==> src/rtl/ex7.sv <==
// Registered 15-input priority encoder. Reports 1 + the index of the highest
// asserted request line, or 0 when no line is asserted.
module ex7 #(
  localparam int N     = 15,
  localparam int OUT_W = 4
) (
  input  logic             clk,
  input  logic             rst_n,
  input  logic [N-1:0]     t,
  output logic [OUT_W-1:0] out,
  output logic             valid
);

  logic [OUT_W-1:0] out_d, out_q;
  logic             valid_d, valid_q;

  always_comb begin
    // NOTE: every combinational output gets a default first, so no path can infer a latch.
    out_d   = '0;
    valid_d = |t;
    // Ascending scan: the last hit overwrites earlier ones, so the highest index wins.
    for (int i = 0; i < N; i++) begin
      if (t[i]) begin
        out_d = OUT_W'(i + 1);
      end
    end
  end

  // NOTE: state flops use non-blocking assignments so all of them update together at the edge.
  always_ff @(posedge clk or negedge rst_n) begin
    if (!rst_n) begin
      out_q   <= '0;
      valid_q <= 1'b0;
    end else begin
      out_q   <= out_d;
      valid_q <= valid_d;
    end
  end

  assign out   = out_q;
  assign valid = valid_q;

endmodule

==> config.mk <==
export PLATFORM = sky130hd
export DESIGN_NAME = ex7
export DESIGN_NICKNAME = d
export VERILOG_FILES = /design/src/rtl/ex7.sv
export SDC_FILE = /design/constraint.sdc
export NUM_CORES = 1
export LEC_CHECK = 0
export CAP_MARGIN = 20
export CORE_AREA = 2 2 39 41
export DETAILED_ROUTE_END_ITERATION = 10
export DIE_AREA = 0 0 41 43
export PLACE_DENSITY = 0.64
export SLEW_MARGIN = 0
export SYNTH_ARGS = -nofsm -noshare
export SYNTH_HDL_FRONTEND = slang
export SYNTH_SLANG_ARGS = --single-unit
==> constraint.sdc <==
create_clock -name clk -period 0.8 [get_ports clk]
set_input_delay 0.12 -clock clk [delete_from_list [all_inputs] [get_ports clk]]
set_output_delay 0.12 -clock clk [all_outputs]
set_load 0.03 [all_outputs]
==> flow_summary.json <==
{
  "status": "complete, but fails checks",
  "violations": "negative setup slack",
  "grt_pass1_vias": 377,
  "async_flop_share_pct": 100,
  "netlist_area_um2": 294,
  "postRouteAntennaNets": 0,
  "synthAdderAreaFrac_pct": 0,
  "htreeDepth": 1,
  "area_growth_pct": 127,
  "yosysWarnings": 0,
  "yosysTopAreaCellShare_pct": 42.6,
  "wirelength_um": 805,
  "dieWidth_um": 41,
  "num-nets-final": 85,
  "grtUsageTotal_pct": 12.0,
  "synth_top_family_by_area": "simple AND/OR/NAND/NOR gates",
  "final_area_um2": 667,
  "period_share_pct": 108,
  "crit_fanout": 1,
  "yosysMostFrequentCell": "nor2_1",
  "cts_root_buf": "clkbuf_4",
  "ys_top_cells_by_area": "dfrtp_1 (43%), nor2_1 (10%), o31ai_1 (5.1%), nand2b_1 (4.3%), nor4_2 (4.3%)",
  "required_ps": 680,
  "crit_path_cell_trace": "buf_6",
  "antenna_cells": 0,
  "path_class": "register to output pin",
  "antenna_found_initial": 0,
  "dieArea_um2": 1760,
  "grt_max_degree": 6,
  "cp-start-kind": "register",
  "synthFlopType": "dfrtp_1",
  "die_h_um": 43,
  "final_core_util_pct": 48.2,
  "clock_path_buffers": 2,
  "synth.distinct_cells": 18,
  "vdd_drop_max_mv": 0.349,
  "leakagePower_nw": 0.282,
  "synth_xor_area_share_pct": 0,
  "holdWs_ps": 102,
  "yosys.area.top_type": "dfrtp_1",
  "grt_pass1_wl_um": 1410,
  "dr.pass1.iters": 1,
  "drv_cap": 0,
  "cts_tree": "yes",
  "tightest_slew_ps": 241,
  "tns_ps": -313,
  "crit_buf_inv": 1,
  "setup_slack_ps": -65.3,
  "syn_inst": 32,
  "globalRouteOverflowTotal": 0,
  "via_per_inst": 4.53,
  "io_pins": 22,
  "synthesis.nets": 49,
  "cts_buffers": 3,
  "p_total_mw": 0.779,
  "cp_num_cells": 1,
  "powerDensity_nw_per_um2": 1170,
  "clkTransAtPathRegs_ps": 40,
  "layout_min_cycle_time_ps": 865,
  "avgSynthCellArea_um2": 9.19,
  "coreArea_um2": 1380,
  "avgRoutedWirePerCell_um": 9.70,
  "synth_compound_area_share_pct": 16.2,
  "ys_seq_area_share_pct": 42.6,
  "max_slew_margin_pct": 83.8,
  "synth_common_cells": "nor2_1 (8), dfrtp_1 (5), nand2b_1 (2), nand3_1 (2), o31ai_1 (2)",
  "cts.sinks": 5,
  "cpMaxStageDelayCell": "dfrtp_1",
  "drt_iter0_drc": 0,
  "dpl_cell_area_um2": 602,
  "maxClockFrequency_ghz": 1.16,
  "rows": 14,
  "cp_top_family": "flip-flops",
  "yosys_register_bits": 5,
  "synth_mux_area_share_pct": 0,
  "final_max_slew_viol_count": 0,
  "drc": 0,
  "place_inst": 78,
  "drive_above_1_share_pct": 47.8,
  "finalHoldViolCount": 0,
  "place_congestion": 0.687,
  "post-place-ws_ps": -618,
  "critPathArrivalTime_ps": 750,
  "setup_viol": 6,
  "portBuffers": 21,
  "start_util_pct": 21.2,
  "synth-edff-count": 0,
  "hold_class": "input pin to asynchronous set/reset pin",
  "cpPeakStageDelay_ps": 370,
  "rsz0062_at_grt": "true",
  "end_kind": "output pin",
  "final_cells": 83,
  "synth_simple_gate_area_share_pct": 40.0,
  "vias": 376
}
[cells in the final DEF, fill, tap and decap left out, types with 2 or more instances in the layout]
cell              n
buf_6            10
nor2_1            6
clkdlybuf4s15_2   2
buf_4             7
dfrtp_1           5
clkbuf_2          2
dlygate4sd2_1     4
nand3_1           2
clkbuf_4          3
o31ai_1           2
clkdlybuf4s15_1   4
[power by group]
part           switching (mW)  total (mW)  internal, mW  leakage [nW]
combinational          0.0965       0.227         0.131         0.220
clock                  0.0974       0.286         0.188        0.0150
sequential            0.00365       0.266         0.262        0.0473
[cells by family after synthesis]
family          Yosys count
compound gates            6
buf+inv                   1
simple gates             20
flops                     5
[worst paths after layout]
check	startpoint	end	slack (ps)
worst max-delay path	out[3]	out[3]	-70
worst min-delay path	rst_n	out[0]	100
max in group asynchronous	rst_n	out[3]	510
min in group clk	t[11]	out[1]	250
[state kept, by name (all words and copies together) (netlist names)]
signal and count:
out 4, valid 1
[per-layer routing]
metal,global-route usage [%],vias to the layer above,wire (µm)
met5,0,-,0
met4,8.00,0,0
met3,3.14,0,67
met2,19.4,15,446
met1,12.6,168,291
li1,-,193,-
[area by class of cell]
class | instances | area, µm²
Fill cell | 142 | 717
Timing Repair Buffer | 31 | 288
Multi-Input combinational cell | 26 | 204
Sequential cell | 5 | 125
Clock buffer | 4 | 26.3
Tap cell | 16 | 20.0
Inverter | 1 | 3.75
[timing repair]
| action | CTS | global route |
|---|---|---|
| pin swaps | 11 | 3 |
| hold buffers | 0 | 0 |
| resized for setup | 44 | 5 |
| endpoints found under the setup margin | 10 | 8 |
| buffers inserted | 1 | 0 |
Note: power is estimated with default switching activity, not from simulation.
==> variant 1, RTL diff (same settings) <==
Change the localparam `N` from 15 to 17.
--- a/src/rtl/ex7.sv
+++ b/src/rtl/ex7.sv
@@ -3,3 +3,3 @@
 module ex7 #(
-  localparam int N     = 15,
+  localparam int N     = 17,
   localparam int OUT_W = 4
Interface: changed (resized t); port bits go from 22 to 24. The function was not compared with the original's and may differ.
==> variant 1 against the original RTL <==
The flow still finishes with violations (setup timing); design area up 8.8%; non-clock buffer count up 10; synthesized cell count up 9.4%; routed wire length up 21%; final cell count up 16%; worst setup slack worse by 0.18 ns; sequential share of layout area down 1.5 points; total power up 6.1%; sequential cell count unchanged; area after synthesis up 1.3%; largest power group unchanged.
==> variant 1: results (changes against the original RTL) <==
[synthesis]
synth_top_cells_by_count=nor2_1, dfrtp_1, inv_1
synth_cell_types=17  ; -1
synth-compound-area-share=0.273  ; +0.111
ys_seq_area_frac=0.420  ; -0.00536
syn_nets=54  ; +10%
synth_area_leaders=dfrtp_1, nor2_1, inv_1, o31ai_1, a31oi_1

[global_routing]
groute.layer.met2.usage=0.206  ; +0.0125
grt_pass1_wl_um=1570  ; +11%
use_met1=0.145  ; +0.0189
grt_usage=0.133  ; +0.0129

[worst_setup_path]
cp_data_arrival_time_ns=1.14  ; +0.39 ns

[place]
numPortBuffers=23  ; +9.5%
placed_area_um2=633  ; +5.2%
gp_congestion=0.796  ; +16%

[final_layout]
fillers=133  ; -6.3%
final_nets=100  ; +18%
final_layout_size_suffix_gt1_frac=0.575  ; +0.0974

[outcome]
violations=setup timing
status=finished with violations

[sta]
setup_viol=9  ; +3
setup_ws_ns=-0.241  ; -0.175 ns
max_slew_margin=0.850  ; +0.0125

[detailed_routing]
wl_met3_um=55  ; -18%
first_pass_iters=3  ; +2
routed-wl-met2_um=534  ; +20%
top_layer=met4
vias_per_cell=4.55  ; +0.48%
wl_per_cell_um=10.1  ; +4.6%
wl_met1_um=373  ; +28%
drtIter0Drc=5  ; +5

[pwr]
p_leak_nw=0.342  ; +21%
ir_drop_v=0.000363  ; +4.0%
powerDensity_nw_per_um2=1140  ; -2.5%

[cts]
htreeDepth=1  ; unchanged

-- variant 1: cell types whose count changed after synthesis, sizes merged, moves of 2 or more --
cell,unedited run,this run
a21oi,0,2
inv,1,4
nand2,0,2
nand2b,2,0
nand3,2,0
nor4,2,0
or4,0,2
-- variant 1: cell type report --
| cell class | count | area share |
|---|---|---|
| Timing Repair Buffer | 41 | 0.466 |
| Multi-Input combinational cell | 26 | 0.278 |
| Sequential cell | 5 | 0.172 |
| Clock buffer | 4 | 0.0362 |
| Tap cell | 16 | 0.0276 |
| Inverter | 4 | 0.0207 |
-- variant 1: worst max-delay path: stages --
cell and delay (ns):
buf_6 0.09, or4_4 0.52, or4_1 0.41
-- variant 1: per-stage QoR --
stage / cells / worst slack, ns / TNS (ns) / hold WS, ns
floorplan: 35 / -0.354 / -0.676 / -0.176
finish: 96 / -0.241 / -0.715 / 0.0983
global placement: 87 / -0.812 / -3.20 / 0.347
CTS: 96 / -0.306 / -0.870 / 0.102
global route: 96 / -0.252 / -0.987 / 0.106
detailed placement: 87 / -0.837 / -3.19 / 0.353
-- variant 1: path summary, 6_finish.rpt --
| kind | cells past startpoint | from | endpoint | slack, ns |
|---|---|---|---|---|
| hold / removal | 1 | rst_n | out[2] | 0.1 |
| setup / recovery | 3 | t[5] | valid | -0.24 |
| max in group asynchronous | 1 | rst_n | out[1] | 0.52 |
| min in group clk | 3 | t[5] | valid | 0.19 |
-- variant 1: power by group --
group	total (mW)	leakage, nW	switching, mW	internal [mW]
logic	0.273	0.268	0.120	0.154
registers	0.271	0.0584	0.00515	0.266
clock network	0.282	0.0150	0.0938	0.188
-- variant 1: timing repair --
action | 4_1_cts | 5_1_grt
gates resized for setup | 60 | 5
setup buffers | 5 | 0
pin swaps | 12 | 7
setup endpoints to repair | 10 | 10
==> variant 2, RTL diff (same settings) <==
Made on the original files. The output `valid` loses its register stage (`valid_q` becomes a continuous assignment).
--- a/src/rtl/ex7.sv
+++ b/src/rtl/ex7.sv
@@ -32,8 +32,8 @@
       out_q   <= '0;
-      valid_q <= 1'b0;
     end else begin
       out_q   <= out_d;
-      valid_q <= valid_d;
     end
   end
+
+  assign valid_q = valid_d;
 
Check against the original RTL: not equivalent (Yosys sat finds a counterexample within 4 cycles, from zero or initial values and one cycle with rst_n low).
==> variant 2 against the original RTL <==
Count of clock-buffer cells in the layout down 1; sequential cell count down 1; the flow still finishes with violations (setup timing); critical path depth increased by 4; synthesized cell count down 3.1%; highest routed layer unchanged; largest cell class unchanged; global-route usage about the same; design area shrank 4.9%; area after synthesis shrank 8.5%; total power is 12% lower; worst setup slack got worse by 0.27 ns; routed wire length grew 3.5%.
==> variant 2: results (changes against the original RTL) <==
[place]
gp_congestion=0.701  ; +2.0%
dp.cells=79  ; +1.3%
post-place-ws_ns=-1.19  ; -0.577 ns
placed_area_um2=597  ; -0.83%

[worst_setup_path]
endpoint=valid
cp-startpoint=t[5]
crit_family=simple AND/OR/NAND/NOR gates
slowest_delay_ns=0.28  ; -0.09 ns
worstPathMaxFanout=2  ; +1
cp_data_arrival_time_ns=1.02  ; +0.27 ns
critical_path.slowest_cell=nor4_4

[synthesis]
ys_ff_latch=4  ; -1
syn_area_per_cell_um2=8.68  ; -5.6%
synth_top_cells_by_count=nor2_1, dfrtp_1, nand2b_1, nand3_1, o31ai_1
ys_seq_area_frac=0.372  ; -0.0534
synth_area_leaders=dfrtp_1, nor2_1, o31ai_1, nand2b_1, nor4_2
syn_nets=48  ; -2.0%

[sta]
setup_viol=6  ; unchanged
setup_ws_ns=-0.340  ; -0.274 ns
fin_tns_setup_ns=-0.593  ; -0.280 ns
whs_ns=0.0943  ; -0.00738 ns
tightest_slew_ns=0.228  ; -0.0131 ns

[final_layout]
final_layout_size_suffix_gt1_frac=0.530  ; +0.0527
clockNetworkAreaShare=0.0355  ; -0.00390
multi_input_area_share=0.327  ; +0.0216
n_all_buffers=32  ; +3.2%
fillers=152  ; +7.0%

[detailed_routing]
wl_per_cell_um=10.2  ; +4.7%
drtIter0Drc=2  ; +2
first_pass_iters=2  ; +1
vias_per_cell=4.48  ; -1.2%
totalWireLength_um=833  ; +3.5%

[global_routing]
grt_usage=0.119  ; -0.000479
grt_pass1_wl_um=1440  ; +1.5%
grt_pass1_vias=387  ; +2.7%
grt_max_degree=5  ; -1

[pwr]
p_leak_nw=0.274  ; -3.0%
powerDensity_nw_per_um2=1080  ; -7.6%

[outcome]
status=finished with violations
violations=setup timing

[cts]
post-cts-setup-buffer-count=0  ; -1
cts_resized=66  ; +50%

variant 2: changes by cell type in the layout (fill, tap and decap cells not counted), sizes merged:
| cell | before | now |
|---|---|---|
| clkdlybuf4s15 | 6 | 3 |
| buf | 18 | 25 |
| dlygate4sd2 | 4 | 3 |
| clkbuf | 6 | 3 |
| dfrtp | 5 | 4 |
variant 2: routing by layer:
layer,GRT usage,share of wire,vias to the layer above
met3,0.0366,0.11,0
met2,0.191,0.54,17
met1,0.124,0.35,160
li1,-,-,190
met5,0,0,-
met4,0.0800,0,0
variant 2: cell families after synthesis:
logic type,Yosys count,share of synthesized area
flip-flops,4,0.372
buffers and inverters,1,0.0139
AND/OR/NAND/NOR,20,0.437
AO/OA/AOI/OAI,6,0.177
variant 2: power by group:
group	internal [mW]	leakage, nW	switching, mW
Clock	0.167	0.0138	0.0701
Sequential	0.212	0.0386	0.00360
Combinational	0.133	0.221	0.0989
Total	0.512	0.274	0.173
